==> src/rtl/riscv_lsu.sv <==
// riscv_lsu: load/store unit between the core memory port and a req/rsp bus.
// Optional bus timeout abort is enabled by defining LSU_TIMEOUT_EN.
module riscv_lsu #(
    parameter int unsigned TIMEOUT_CYCLES = 255
) (
    input  logic        clk,
    input  logic        rst,
    input  logic        req_valid,
    input  logic        req_wen,
    input  logic [2:0]  req_memop,
    input  logic [31:0] req_addr,
    input  logic [31:0] req_wdata,
    output logic        stall,
    output logic        rsp_valid,
    output logic [31:0] rsp_rdata,
    output logic        fault,
    output logic        err,
    output logic        bus_req_valid,
    input  logic        bus_req_ready,
    output logic [31:0] bus_req_addr,
    output logic        bus_req_wen,
    output logic [3:0]  bus_req_wstrb,
    output logic [31:0] bus_req_wdata,
    input  logic        bus_rsp_valid,
    input  logic [31:0] bus_rsp_rdata
);

    typedef enum logic [1:0] {IDLE, REQ, WAIT, DONE} state_e;

    state_e      state_q, state_d;
    logic [1:0]  a_q, a_d;
    logic [2:0]  op_q, op_d;
    logic        wen_q, wen_d;
    logic [31:0] addr_q, addr_d;
    logic [3:0]  strb_q, strb_d;
    logic [31:0] wdata_q, wdata_d;
    logic [31:0] rdata_q, rdata_d;

    logic        illegal;
    logic        misalign;
    logic        accept;
    logic [3:0]  strb_base;
    logic [31:0] wrep;
    logic [31:0] shifted;
    logic [31:0] ld_data;

`ifdef LSU_TIMEOUT_EN
    localparam int CW = (TIMEOUT_CYCLES > 255) ? $clog2(TIMEOUT_CYCLES + 1) : 8;
    logic [CW-1:0] cnt_q, cnt_d;
    logic          err_q, err_d;
    logic          tmo;
    assign tmo = (cnt_q == CW'(TIMEOUT_CYCLES - 1));
    assign err = err_q;
`else
    assign err = 1'b0;
`endif

    // Decode illegal memops and misaligned addresses of the incoming request.
    always_comb begin
        illegal  = 1'b0;
        misalign = 1'b0;
        if (req_wen) begin
            illegal = req_memop[2] | (req_memop[1:0] == 2'b11);
        end else begin
            illegal = (req_memop[1:0] == 2'b11) | (req_memop[2] & req_memop[1]);
        end
        unique case (req_memop[1:0])
            2'b01:   misalign = req_addr[0];
            2'b10:   misalign = (req_addr[1:0] != 2'b00);
            default: misalign = 1'b0;
        endcase
    end

    assign fault  = (state_q == IDLE) & req_valid & (illegal | misalign);
    assign accept = (state_q == IDLE) & req_valid & ~(illegal | misalign);
    assign stall  = accept | (state_q == REQ) | (state_q == WAIT);

    assign rsp_valid     = (state_q == DONE);
    assign rsp_rdata     = rdata_q;
    assign bus_req_valid = (state_q == REQ);
    assign bus_req_addr  = addr_q;
    assign bus_req_wen   = wen_q;
    assign bus_req_wstrb = strb_q;
    assign bus_req_wdata = wdata_q;

    // Replicate store data into every lane and pick the base strobe pattern.
    always_comb begin
        wrep      = req_wdata;
        strb_base = 4'b1111;
        unique case (req_memop[1:0])
            2'b00: begin
                wrep      = {4{req_wdata[7:0]}};
                strb_base = 4'b0001;
            end
            2'b01: begin
                wrep      = {2{req_wdata[15:0]}};
                strb_base = 4'b0011;
            end
            default: begin
                wrep      = req_wdata;
                strb_base = 4'b1111;
            end
        endcase
    end

    // Align the returned word and apply sign or zero extension.
    always_comb begin
        shifted = bus_rsp_rdata >> {a_q, 3'b000};
        unique case (op_q)
            3'b000:  ld_data = {{24{shifted[7]}}, shifted[7:0]};
            3'b001:  ld_data = {{16{shifted[15]}}, shifted[15:0]};
            3'b100:  ld_data = {24'h0, shifted[7:0]};
            3'b101:  ld_data = {16'h0, shifted[15:0]};
            default: ld_data = shifted;
        endcase
    end

    // Next-state logic for the access sequencer.
    always_comb begin
        state_d = state_q;
        a_d     = a_q;
        op_d    = op_q;
        wen_d   = wen_q;
        addr_d  = addr_q;
        strb_d  = strb_q;
        wdata_d = wdata_q;
        rdata_d = rdata_q;
`ifdef LSU_TIMEOUT_EN
        cnt_d   = cnt_q;
        err_d   = 1'b0;
`endif
        unique case (state_q)
            IDLE: begin
                if (accept) begin
                    a_d     = req_addr[1:0];
                    op_d    = req_memop;
                    wen_d   = req_wen;
                    addr_d  = {req_addr[31:2], 2'b00};
                    strb_d  = req_wen ? (strb_base << req_addr[1:0]) : 4'b0000;
                    wdata_d = wrep;
                    state_d = REQ;
                end
            end
            REQ: begin
                if (bus_req_ready) begin
                    state_d = WAIT;
`ifdef LSU_TIMEOUT_EN
                    cnt_d   = '0;
`endif
                end
            end
            WAIT: begin
                if (bus_rsp_valid) begin
                    rdata_d = wen_q ? 32'h0 : ld_data;
                    state_d = DONE;
                end
`ifdef LSU_TIMEOUT_EN
                else if (tmo) begin
                    rdata_d = 32'hDEADBEEF;
                    err_d   = 1'b1;
                    state_d = DONE;
                end else begin
                    cnt_d = cnt_q + 1'b1;
                end
`endif
            end
            DONE: begin
                state_d = IDLE;
            end
            default: begin
                state_d = IDLE;
            end
        endcase
    end

    // State and datapath registers with synchronous reset.
    always_ff @(posedge clk) begin
        if (rst) begin
            state_q <= IDLE;
            a_q     <= 2'b00;
            op_q    <= 3'b000;
            wen_q   <= 1'b0;
            addr_q  <= 32'h0;
            strb_q  <= 4'b0000;
            wdata_q <= 32'h0;
            rdata_q <= 32'h0;
`ifdef LSU_TIMEOUT_EN
            cnt_q   <= '0;
            err_q   <= 1'b0;
`endif
        end else begin
            state_q <= state_d;
            a_q     <= a_d;
            op_q    <= op_d;
            wen_q   <= wen_d;
            addr_q  <= addr_d;
            strb_q  <= strb_d;
            wdata_q <= wdata_d;
            rdata_q <= rdata_d;
`ifdef LSU_TIMEOUT_EN
            cnt_q   <= cnt_d;
            err_q   <= err_d;
`endif
        end
    end

endmodule

==> config.mk <==
export PLATFORM = sky130hd
export DESIGN_NAME = riscv_lsu
export DESIGN_NICKNAME = d
export VERILOG_FILES = /design/src/rtl/riscv_lsu.sv
export SDC_FILE = /design/constraint.sdc
export NUM_CORES = 1
export LEC_CHECK = 0
export ABC_AREA = 1
export CAP_MARGIN = 10
export CORE_MARGIN = 2
export CORE_UTILIZATION = 40
export CTS_CLUSTER_DIAMETER = 100
export CTS_CLUSTER_SIZE = 8
export DETAILED_ROUTE_END_ITERATION = 8
export PLACE_DENSITY = 0.88
export SETUP_SLACK_MARGIN = 0.2
export SLEW_MARGIN = 20
export SYNTH_ARGS = -nofsm -noshare
export SYNTH_HDL_FRONTEND = slang
export SYNTH_SLANG_ARGS = --single-unit
==> constraint.sdc <==
create_clock -name clk -period 1.9 [get_ports clk]
set_input_delay 0.285 -clock clk [delete_from_list [all_inputs] [get_ports clk]]
set_output_delay 0.285 -clock clk [all_outputs]
set_load 0.005 [all_outputs]
==> run summary <==
The tools report the clock latency reported for the late side of the worst-skew pair as 0.35 ns. For the post-synth design cell area, the log shows 5110 sq um. The vias per cell works out to 4.95.

TritonCTS built the clock tree. The run gives 24,900 um as the global-route wire length before repair. In this run the power density over the cells is 904 nW/um^2. The run gives 0 as the number of warning messages in the yosys log.

Async set-or-reset flop fraction in the synthesized netlist: 0. Across the VDD grid, the largest voltage drop is 0.647 mV. Counting flops and latches in the post-synthesis netlist gives 106.

After detailed routing, the number of remaining DRC violations is 0. The number of setup buffers added after CTS is 0. The critical path capture point type was an output pin.

For the number of vias in the routed layout, the log shows 5,623. For the number of iterations in the first detailed-routing pass, the log shows 5. In this run the clock root is driven by a sky130_fd_sc_hd__clkbuf_16. The flow ran to the end, and the final reports show no timing, DRC or antenna violations. Sorting the synthesized cells by area gives the leading types as sky130_fd_sc_hd__dfxtp_1 42%, sky130_fd_sc_hd__nand2_1 24%, sky130_fd_sc_hd__a21oi_1 12%. The synthesized design spends more area on one cell type than any other, namely sky130_fd_sc_hd__dfxtp_1.

The total count of hold-check failures in the final report is 0. The run gives 0 as the sum of overflow across all layers after global routing. The clock slew at the register clock pins of the worst setup and hold paths was 0.07 ns; the final hold slack was 0.282 ns. The standard cell core area was 12,500 sq um.

Fraction of synthesized cell area taken by the top area cell type: 0.415. Entering global routing, the biggest net connects 62 pins. The clock net in this run drives a total of 106 sinks. The total clock buffers created by CTS was 9; the iteration-0 DRC count of the detailed router was 375.

The tools report the critical path data required time as 1.62 ns. 0 antenna diodes ended up in the layout. For the max-slew violation count, the log shows 0. The share of cells above drive strength 1 is 0.0860, and the wire length reported by the detailed router is 16,200 um. Data on the critical path arrives at its endpoint at 1.44 ns. The average detailed-routed wire length per instance was 14.2 um. The register area share after synthesis was 0.415; the number of antenna violations at the first check in global routing was 0. The number of enable-type register cells in the synthesized netlist works out to 0. The setup path with the least slack is of type flop to output pin. The tools report the maximum clock frequency as 579 MHz. The initial standard-cell utilization of the core was 0.408. After technology mapping, the gate count stands at 757.

The number of H-tree levels was 3. From synthesis to final layout, the design area changed by 52.3%. Of all nets on the critical path, the largest fanout is 3.

In this run the horizontal extent of the chip is 117 um. Most repeated cell in the gate-level netlist after synthesis: sky130_fd_sc_hd__nand2_1. Most frequently used flop master after synthesis: sky130_fd_sc_hd__dfxtp_1. The utilization of the core after routing is 0.622.

Routability-driven placement finished with a final weighted congestion of 0.912. The worst setup path is launched from a flop. Summed over all cells, the static leakage comes to 3.11 nW. Detailed placement finished with a half-perimeter wire length of 11,700 um. Height of the die: 117 um. In this run the core area contains 41 standard-cell rows. For the final database, setup skew stands at 0.00968 ns. The floorplan step defined a die boundary enclosing 13,700 sq um. The number of input and output port buffers inserted came out at 207. The min-delay analysis places its worst path in the category primary input to flop.

Final antenna-violating net count: 0. After synthesis, the netlist uses 23 different library cells. Buffers inserted to repair hold after CTS numbered 0. Global-route usage over all layers: 0.232. For this run, the post-layout net count is 1,075.

Setup repair after global routing could not meet its margin everywhere. Counting instances in the post-synthesis netlist gives the leading cell types as 332 x sky130_fd_sc_hd__nand2_1, 124 x sky130_fd_sc_hd__a21oi_1, 106 x sky130_fd_sc_hd__dfxtp_1. The post-route minimum period was 1.73 ns; the number of buffers between clock root and the deepest sink was 2. The post-route fraction of the period consumed by the critical path came out at 0.909. Setup violations remaining at the end of the flow were counted as 0. Counting the fill cells in the layout gives 1,109. Averaged over all synthesized cells, the footprint is 6.75 sq um.

211 I/O pins were placed. The run gives 5,248 as the number of global-route vias before repair. Number of maximum-capacitance violations: 0.
[what timing repair did]
item                                    CTS  global route
pin swaps                                 3             1
resized for setup                        25             5
cloned                                    0             1
endpoints found under the setup margin   70            43
[logic make-up after synthesis]
family,count (synthesis),synth area share
AND/OR/NAND/NOR,390,0.312
AO/OA/AOI/OAI,157,0.158
flip-flops,106,0.415
buffers and inverters,93,0.0899
adder cells (fa/ha/maj),10,0.0245
other,1,0.000734
[layout by cell type (no fill, tap or decap), drive strengths merged]
master         Yosys  routed
clkdlybuf4s15      0       1
conb               1       3
a21oi            124     124
bufinv             0       1
nand3             42      42
clkdlybuf4s50      0     198
a31oi              1       1
ha                10      10
clkbuf            17      12
clkinv             0       1
nor2              14      14
inv               40      43
buf               36      37
o21ai             24      24
nand2            334     334
dfxtp            106     106
o22ai              1       1
dlygate4sd2        0       6
o211ai             7       7
[final cells by class]
type	count	area, sq um	share of cell area
timing repair buffer	243	2420	0.311
inverter	40	155	0.0199
clock buffer	11	243	0.0312
multi-input combinational	560	2560	0.329
tap	172	215	0.0277
clock inverter	5	67.6	0.00868
sequential	106	2130	0.273
[state kept, by name, summed over array words and instances, names as in the netlist]
name and flops:
rsp_rdata 32, bus_req_wdata 32, state_q 2, bus_req_wen 1, op_q 3, a_q 2, bus_req_addr 30, bus_req_wstrb 4
[stage by stage]
step                      total power [mW]  TNS [ns]  cells  cell area (sq um)  setup slack [ns]
after global placement                5.03    -17.02   1120               7420            -0.370
final                                 7.04         0   1137               7780             0.173
after global routing                  7.47         0   1137               7780            0.0839
after CTS                             7.06         0   1136               7740             0.160
after floorplan                       3.99         0    759               5110             0.396
after detailed placement              5.07    -19.54   1120               7420            -0.378
[worst paths after layout]
kind	start	end	slack (ns)	cells after the start
max	state_q[0]	fault	0.17	6
min	rst	state_q[1]	0.28	4
max reg2reg	state_q[0]	bus_req_wdata[8]	0.34	10
min reg2reg	bus_req_addr[23]	bus_req_addr[23]	0.46	2
[worst max-delay path, cell delays in order (launching register included)]
cell and delay [ns]:
sky130_fd_sc_hd__dfxtp_2 0.33, sky130_fd_sc_hd__inv_2 0.08, sky130_fd_sc_hd__ha_4 0.14, sky130_fd_sc_hd__nand2_2 0.07
sky130_fd_sc_hd__buf_4 0.14, sky130_fd_sc_hd__a21oi_2 0.11, sky130_fd_sc_hd__clkdlybuf4s15_2 0.23
[report_power, final]
| group | internal, mW | switching [mW] |
|---|---|---|
| registers | 2.47 | 0.137 |
| logic | 1.17 | 1.29 |
| clock network | 1.08 | 0.884 |
| total | 4.72 | 2.32 |
[layer usage]
metal  wire length, um  part of all wire  GRT usage
met2              7590              0.47      0.389
met4               461             0.029      0.107
met5                 0                 0          0
met3              1710              0.11     0.0814
met1              6410              0.40      0.267
Note: power is estimated with default switching activity, not from simulation.
